--- src/rtl/mm_pkg.sv ---
// Shared definitions for the matrix-multiply stream sequencer: sequencer states,
// parameter defaults, header field positions and the dimension legality check.
package mm_pkg;

   localparam int DEF_N          = 4;
   localparam int DEF_IDX_W      = 4;
   localparam int DEF_DATA_WIDTH = 8;

   localparam int ROWS_HI = 7;
   localparam int ROWS_LO = 4;
   localparam int COLS_HI = 3;
   localparam int COLS_LO = 0;

   typedef enum logic [3:0] {
      HDR_A,
      LOAD_A,
      HDR_B,
      LOAD_B,
      CHECK,
      ISSUE,
      WAIT,
      OUT,
      ERR
   } state_t;

   function automatic logic dim_ok(input int unsigned d, input int unsigned n);
      return (d != 0) && (d <= n);
   endfunction

endpackage

--- src/rtl/mm_idx_counter.sv ---
// Row/column index counter that walks a rows x cols grid in row-major order;
// wrap flags the final element of the grid.
module mm_idx_counter #(
   parameter int IDX_W = 4
) (
   input  logic             clk,
   input  logic             reset,
   input  logic             clear,
   input  logic             step,
   input  logic [IDX_W-1:0] rows,
   input  logic [IDX_W-1:0] cols,
   output logic [IDX_W-1:0] row,
   output logic [IDX_W-1:0] col,
   output logic             wrap
);

   localparam logic [IDX_W-1:0] ONE = IDX_W'(1);

   logic col_end;

   assign col_end = (col == cols - ONE);
   assign wrap    = col_end && (row == rows - ONE);

   always_ff @(posedge clk or posedge reset) begin
      if (reset) begin
         row <= '0;
         col <= '0;
      end else if (clear) begin
         row <= '0;
         col <= '0;
      end else if (step) begin
         if (col_end) begin
            col <= '0;
            row <= row + ONE;
         end else begin
            col <= col + ONE;
         end
      end
   end

endmodule

--- src/rtl/mm_stream_ctrl.sv ---
// Upstream sequencer for the matrix-multiply helper: loads A and B from a byte
// stream, checks dimensions, sweeps compute requests and streams C row-major.
module mm_stream_ctrl
   import mm_pkg::*;
#(
   parameter int DATA_WIDTH     = DEF_DATA_WIDTH,
   parameter int N              = DEF_N,
   parameter int IDX_W          = DEF_IDX_W,
   parameter int OUT_DATA_WIDTH = 20
) (
   input  logic                      clk,
   input  logic                      reset,
   input  logic                      in_valid,
   output logic                      in_ready,
   input  logic [DATA_WIDTH-1:0]     in_data,
   output logic                      out_valid,
   input  logic                      out_ready,
   output logic [OUT_DATA_WIDTH-1:0] out_data,
   output logic                      out_last,
   output logic                      err,
   output logic                      hw_wr_enable,
   output logic                      hw_compute_enable,
   output logic [DATA_WIDTH-1:0]     hw_in_data,
   output logic [IDX_W-1:0]          hw_i,
   output logic [IDX_W-1:0]          hw_j,
   output logic                      hw_is_first_mat,
   output logic [IDX_W-1:0]          hw_match_dim,
   input  logic [OUT_DATA_WIDTH-1:0] hw_out_data
);

   state_t state, state_nx;

   logic [IDX_W-1:0] rows_a, cols_a, rows_b, cols_b;
   logic [IDX_W-1:0] hdr_rows, hdr_cols;
   logic             hdr_ok, hs, first_q;

   logic             ld_clear, ld_step, ld_wrap;
   logic [IDX_W-1:0] ld_rows, ld_cols, ld_row, ld_col;
   logic             sw_clear, sw_step, sw_wrap;
   logic [IDX_W-1:0] sw_row, sw_col;

   assign hs           = in_valid && in_ready;
   assign hdr_rows     = IDX_W'(in_data[ROWS_HI:ROWS_LO]);
   assign hdr_cols     = IDX_W'(in_data[COLS_HI:COLS_LO]);
   assign hdr_ok       = dim_ok(32'(hdr_rows), N) && dim_ok(32'(hdr_cols), N);
   assign hw_in_data   = in_data;
   assign hw_match_dim = cols_a;

   mm_idx_counter #(.IDX_W(IDX_W)) u_load_cnt (
      .clk   (clk),
      .reset (reset),
      .clear (ld_clear),
      .step  (ld_step),
      .rows  (ld_rows),
      .cols  (ld_cols),
      .row   (ld_row),
      .col   (ld_col),
      .wrap  (ld_wrap)
   );

   mm_idx_counter #(.IDX_W(IDX_W)) u_sweep_cnt (
      .clk   (clk),
      .reset (reset),
      .clear (sw_clear),
      .step  (sw_step),
      .rows  (rows_a),
      .cols  (cols_b),
      .row   (sw_row),
      .col   (sw_col),
      .wrap  (sw_wrap)
   );

   always_comb begin
      state_nx          = state;
      in_ready          = 1'b0;
      out_valid         = 1'b0;
      err               = 1'b0;
      hw_wr_enable      = 1'b0;
      hw_compute_enable = 1'b0;
      hw_is_first_mat   = first_q;
      hw_i              = sw_row;
      hw_j              = sw_col;
      ld_clear          = 1'b0;
      ld_step           = 1'b0;
      ld_rows           = rows_b;
      ld_cols           = cols_b;
      sw_clear          = 1'b0;
      sw_step           = 1'b0;
      case (state)
         HDR_A, HDR_B: begin
            in_ready = 1'b1;
            ld_clear = 1'b1;
            if (hs) begin
               if (!hdr_ok)
                  state_nx = ERR;
               else
                  state_nx = (state == HDR_A) ? LOAD_A : LOAD_B;
            end
         end
         LOAD_A, LOAD_B: begin
            in_ready        = 1'b1;
            hw_wr_enable    = hs;
            ld_step         = hs;
            hw_i            = ld_row;
            hw_j            = ld_col;
            hw_is_first_mat = (state == LOAD_A);
            if (state == LOAD_A) begin
               ld_rows = rows_a;
               ld_cols = cols_a;
            end
            if (hs && ld_wrap)
               state_nx = (state == LOAD_A) ? HDR_B : CHECK;
         end
         CHECK: begin
            sw_clear = 1'b1;
            state_nx = (cols_a == rows_b) ? ISSUE : ERR;
         end
         ISSUE: begin
            hw_compute_enable = 1'b1;
            state_nx          = WAIT;
         end
         WAIT: state_nx = OUT;
         OUT: begin
            out_valid = 1'b1;
            if (out_ready) begin
               if (out_last) begin
                  state_nx = HDR_A;
               end else begin
                  sw_step  = 1'b1;
                  state_nx = ISSUE;
               end
            end
         end
         ERR: begin
            err      = 1'b1;
            state_nx = HDR_A;
         end
         default: state_nx = HDR_A;
      endcase
   end

   always_ff @(posedge clk or posedge reset) begin
      if (reset) begin
         state    <= HDR_A;
         rows_a   <= '0;
         cols_a   <= '0;
         rows_b   <= '0;
         cols_b   <= '0;
         first_q  <= 1'b1;
         out_data <= '0;
         out_last <= 1'b0;
      end else begin
         state <= state_nx;
         if (state == HDR_A && hs) begin
            rows_a <= hdr_rows;
            cols_a <= hdr_cols;
         end
         if (state == HDR_B && hs) begin
            rows_b <= hdr_rows;
            cols_b <= hdr_cols;
         end
         if (state == LOAD_A)
            first_q <= 1'b1;
         else if (state == LOAD_B)
            first_q <= 1'b0;
         // helper result is registered, so it is valid in WAIT, one cycle after ISSUE
         if (state == WAIT) begin
            out_data <= hw_out_data;
            out_last <= sw_wrap;
         end else if (state == OUT && out_ready) begin
            out_last <= 1'b0;
         end
      end
   end

endmodule

--- config.mk ---
export PLATFORM = sky130hd
export DESIGN_NAME = mm_stream_ctrl
export DESIGN_NICKNAME = d
export VERILOG_FILES = /design/src/rtl/mm_pkg.sv /design/src/rtl/mm_idx_counter.sv /design/src/rtl/mm_stream_ctrl.sv
export SDC_FILE = /design/constraint.sdc
export NUM_CORES = 1
export LEC_CHECK = 0
export CAP_MARGIN = 20
export CORE_ASPECT_RATIO = 1.75
export CORE_MARGIN = 4
export CORE_UTILIZATION = 50
export CTS_CLUSTER_DIAMETER = 150
export DETAILED_ROUTE_END_ITERATION = 8
export HOLD_SLACK_MARGIN = 0.15
export PLACE_DENSITY = 0.8
export REMOVE_ABC_BUFFERS = 1
export SYNTH_ARGS = -nofsm -noshare
export SYNTH_HDL_FRONTEND = slang
export SYNTH_HIERARCHICAL = 1
export SYNTH_SLANG_ARGS = --single-unit
--- constraint.sdc ---
create_clock -name clk -period 3.6 [get_ports clk]
set_input_delay 0.36 -clock clk [delete_from_list [all_inputs] [get_ports clk]]
set_output_delay 0.36 -clock clk [all_outputs]
set_load 0.03 [all_outputs]
# Word level (Yosys, flattened, before mapping)
# Cells that the tools add are included.
# classes
add_sub_neg	8
order_cmp	2
n_eq_ne	16
mux	42
n_reduce_logical	25
# ops
operator	count
2-to-1 mux 4 bit	23
one-hot mux 4 bit (6 select lines)	1
equality test 4 bit	5
adder 4 x 1 -> 4 bit (second input constant)	4
equality test 4 x 3 -> 1 bit (second input constant)	4
subtractor 4 x 1 -> 4 bit (second input constant)	4
2-to-1 mux 1 bit	15
nonzero test 2 bit	6
logical AND 1 bit	10
equality test 4 x 2 -> 1 bit (second input constant)	2
less-or-equal comparator 4 x 3 -> 1 bit (second input constant)	2
nonzero test 4 bit	2
2-to-1 mux 3 bit	2
inequality test 2 bit (second input constant)	3
equality test 4 x 1 -> 1 bit (second input constant)	1
equality test 4 bit (second input constant)	1
zero test 4 bit	1
AND reduction 2 bit	2
OR reduction 2 bit	2
OR reduction 4 bit	1
AND reduction 3 bit	1
2-to-1 mux 2 bit	1
# totals
regBits	58
wordCells	105

# Depth between registers and ports, before layout
# logic_depth
ltp_word	9
ltp_mapped	13

# Modules after synthesis
# The synthesis kept the hierarchy.
# by_module_without_submodules
mod	n_inst	cells_each	area_per_inst_um2	seq_area_each_um2
mm_stream_ctrl	1	165	2150.8	1052.3
mm_idx_counter	2	63	599.3	200.2

# Least setup slack after synthesis
# OpenSTA, ideal clock, no wires.
# synth_path
path_type	reg-to-reg
start	reg state[3]
end	reg state[0]
setup_ns	0.124
arrival_time_ns	2.838
required_ns	3.476
path_slack_ns	0.638
stages_incl_launch_ff	12
n_path_buf	1
cell_sequence	dfrtp_1 buf_4 nor3_4 mux2_4 inv_1 ha_1 xor2_1 nand3_2 nor3_1 nor4b_1 a211o_1 o31a_1
# synth_via
elab_chain_cells	9
word_cells_on_any_way	28
classes_between	add/sub (2); eq/ne (12); mux (6); reduce/logical (8)
# synth_lines
item	line	rtl
start: declaration	mm_stream_ctrl.sv:31	state_t state, state_nx;
start signal: assignment	mm_stream_ctrl.sv:153	state <= state_nx;
equality test 4 x 1 -> 1 bit / equality test 4 x 2 -> 1 bit (equally long branches)	mm_stream_ctrl.sv:89, mm_stream_ctrl.sv:107	
2-to-1 mux 4 bit / OR reduction 2 bit (equally long branches)	mm_stream_ctrl.sv:107, mm_stream_ctrl.sv:89	
2-to-1 mux 4 bit *	mm_stream_ctrl.sv:89	case (state)
named net ld_cols[0]	mm_stream_ctrl.sv:38	logic [IDX_W-1:0] ld_rows, ld_cols, ld_row, ld_col;
subtractor 4 x 1 -> 4 bit *	mm_idx_counter.sv:21	assign col_end = (col == cols - ONE);
equality test 4 bit *	mm_idx_counter.sv:21	
logical AND 1 bit *	mm_idx_counter.sv:22	assign wrap = col_end && (row == rows - ONE);
named net ld_wrap	mm_stream_ctrl.sv:37	logic ld_clear, ld_step, ld_wrap;
logical AND 1 bit *	mm_stream_ctrl.sv:111	if (hs && ld_wrap)
inequality test 2 bit (no line) *	-	
AND reduction 3 bit (no line) *	-	
# The timed path passes the listed nets; every way through them passes the cells marked *.
# A chain may end at the register's enable or synchronous reset.

# Worst setup path in the final report
# layout_path
start	reg state[2]
end	reg state[0]
# The elaborated chain is that of the path after synthesis.

==> results.sh <==
export IMPL_areaGrowthSynthToFinish_pct=33.92
export IMPL_min_path_type="input port to asynchronous set/reset pin"
export IMPL_intPower_mw=2.245
export IMPL_finalCritPeriodShare_pct=88.44
export IMPL_worst_slack_ns=0.4160
export IMPL_nNetsFinal=411
export IMPL_synth_ff_type="dfrtp_1"
export IMPL_pwr_share_seq_pct=28.1
export IMPL_p_per_area_nw_per_um2=809.6
export IMPL_drive_gt1_share_pct=19.15
export IMPL_antenna_found_initial=0
export IMPL_die_area_um2=8124
export IMPL_cts_max_path_buffers=2
export IMPL_fin_tns_setup_ns=0
export IMPL_avgSynthCellArea_um2=11.51
export IMPL_drv_cap=0
export IMPL_dp_slack_ns=0.4407
export IMPL_fp_row_count=39
export IMPL_hpwl_um=5966
export IMPL_fmax_mhz=314.1
export IMPL_cts_buffers=9
export IMPL_drtPass1Iterations=5
export IMPL_final_cell_mix="clkdlybuf4s50_1 (78), dfrtp_1 (57), mux2_2 (25), mux2_1 (21), xor2_1 (18)"
export IMPL_worstSkewPairLatency_ns=0.33
export IMPL_synthArstFlopShare_pct=100.0
export IMPL_grt_start_max_net_pins=43
export IMPL_slew_violations=0
export IMPL_layout_commonest_cell="clkdlybuf4s50_1"
export IMPL_min_period_ns=3.184
export IMPL_ios=79
export IMPL_register_area_um2=1453
export IMPL_finalSetupViolations=0
export IMPL_rsz0062_at_grt="no"
export IMPL_tritoncts="done"
export IMPL_ctsRootBufferMaster="clkbuf_16"
export IMPL_postCtsHoldBufs=0
export IMPL_initial_core_util_pct=51.22
export IMPL_clkPwrFrac_pct=23.6
export IMPL_p_sw_share_pct=38.19
export IMPL_syn_cell_area_um2=3349
export IMPL_synth_seq_cells=58
export IMPL_grt_pass1_wl_um=12790
export IMPL_yosysSeqAreaShare_pct=43.37
export IMPL_comb_power_share_pct=48.3
export IMPL_drt_iter0_markers=124
export IMPL_gr_usage_all_layers_pct=20.63
export IMPL_crit_required_ns=3.80
export IMPL_tightest_slew_ns=0.7570
export IMPL_coreArea_um2=6539
export IMPL_overflow=0
export IMPL_critPathMaxFanout=13
export IMPL_vias=2555
export IMPL_cts_sinks=58
export IMPL_ir_drop_mv=0.5080
export IMPL_setup_worst_path_class="flip-flop to flip-flop"
export IMPL_drc=0
export IMPL_arrival_ns=3.39
export IMPL_power_net_switching_mw=1.387
export IMPL_htree_levels=3
export IMPL_skew_ns=0.006196
export IMPL_portBuffers=78
export IMPL_power_leakage_nw=2.030
export IMPL_antenna_cells=0
export IMPL_endpoint_kind="flip-flop"
export IMPL_wl_per_cell_um=17.36
export IMPL_place_congestion=0.8693
export IMPL_via_per_inst=5.579
export IMPL_slew_headroom_pct=49.26
export IMPL_finalWirelength_um=7952
export IMPL_clk_pin_slew_ns=0.05
export IMPL_post_cts_resize_count=0
export IMPL_postCtsSetupBuffers=0
export IMPL_yosys_warnings=6
export IMPL_hold_viol=0
export IMPL_outcome="finished clean"
export IMPL_die_h_um=116.3
export IMPL_cp_start_kind="flip-flop"
export IMPL_synth_cell_types=49
export IMPL_ant_nets=0
export IMPL_syn_instance_count=291
export IMPL_grt_pass1_vias=2671
export IMPL_multi_input_area_um2=1730
export IMPL_synth_edf_count=0
export IMPL_die_x_um=69.87
export IMPL_fill_cells=503
-- final cells by class --
class	instances	area share, %
well taps	82	2.287
flip-flops and latches	58	32.38
multi-input cells	202	38.58
inverters	14	1.172
repair buffers	86	18.74
clock buffers	12	5.718
clock inverters	4	1.116
-- cells by family after synthesis --
| kind of cell | Yosys count | synth area share (%) |
|---|---|---|
| compound gates | 32 | 6.201 |
| simple gates | 77 | 14.31 |
| flops | 58 | 43.37 |
| xor+xnor | 28 | 8.143 |
| fa+ha+maj | 8 | 2.989 |
| mux | 57 | 19.95 |
| buf+inv | 31 | 5.043 |
-- per-stage QoR --
step | power (mW) | hold WS (ns) | utilization (%) | area [um^2] | cells
5_1_grt | 3.848 | 0.4097 | 68.60 | 4486 | 458
6_report | 3.631 | 0.3574 | 68.60 | 4486 | 458
3_5_place_dp | 2.769 | 0.4750 | 63.91 | 4179 | 442
3_3_place_gp | 2.714 | 0.4657 | 63.91 | 4179 | 442
2_1_floorplan | 2.223 | 0.1757 | - | 3233 | 274
4_1_cts | 3.647 | 0.3688 | 68.60 | 4486 | 458
-- flip-flops by register name, indices dropped and copies added (netlist names) --
| register | flops |
|---|---|
| state | 4 |
| hw_match_dim | 4 |
| rows_b | 4 |
| out_data | 20 |
| u_sweep_cnt/row | 4 |
| rows_a | 4 |
| first_q | 1 |
| u_load_cnt/row | 4 |
| out_last | 1 |
| u_sweep_cnt/col | 4 |
| cols_b | 4 |
| u_load_cnt/col | 4 |
-- worst max-delay path: stages (launching register included) --
cell and delay [ns]:
dfrtp_1 0.54, nor3_4 0.45, mux2_4 0.36, inv_1 0.06, ha_1 0.23, xor2_1 0.18
nand3_2 0.18, nor3_1 0.34, nor4b_1 0.09, a211o_1 0.33, o31a_1 0.29
-- power groups by stage --
stage / registers [mW] / clock network (mW) / logic, mW
floorplan: 1.10 / 0 / 1.12
finish: 1.02 / 0.856 / 1.75
global placement: 1.03 / 0 / 1.69
global route: 1.05 / 0.909 / 1.89
CTS: 1.02 / 0.869 / 1.76
detailed placement: 1.03 / 0 / 1.74
-- Yosys cell counts, types with 5 or more instances --
cell | count | area (um^2)
a21oi_1 | 11 | 55.05
buf_4 | 11 | 82.58
dfrtp_1 | 57 | 1426
ha_1 | 8 | 100.1
inv_1 | 14 | 52.55
mux2_1 | 21 | 236.5
mux2_2 | 25 | 281.5
mux2_4 | 8 | 120.1
nand2_1 | 10 | 37.54
nand2b_1 | 8 | 50.05
nand4_1 | 6 | 37.54
nor2_1 | 11 | 41.29
nor3_1 | 8 | 40.04
nor3_2 | 5 | 50.05
xnor2_1 | 8 | 70.07
xor2_1 | 18 | 157.7
-- final timing paths --
| kind | from | end | slack (ns) | cells after the start |
|---|---|---|---|---|
| max in group asynchronous | reset | first_q | 2.67 | 3 |
| min reg2reg | out_data[9] | out_data[9] | 0.48 | 1 |
| min | reset | u_load_cnt/row[3] | 0.36 | 2 |
| max | state[2] | state[0] | 0.42 | 10 |
| min in group clk | out_data[9] | out_data[9] | 0.48 | 1 |
| max reg2reg | state[2] | state[0] | 0.42 | 10 |
-- layer usage --
layer	part of all wire (%)	wire, um	GRT usage, %	up-vias
met3	5.4	433	6.115	26
met2	52	4174	36.83	96
met4	4.1	328	12.15	0
met1	38	3015	21.30	1247
li1	-	-	-	1186
met5	0	0	0	-
Note: power is estimated with default switching activity, not from simulation.
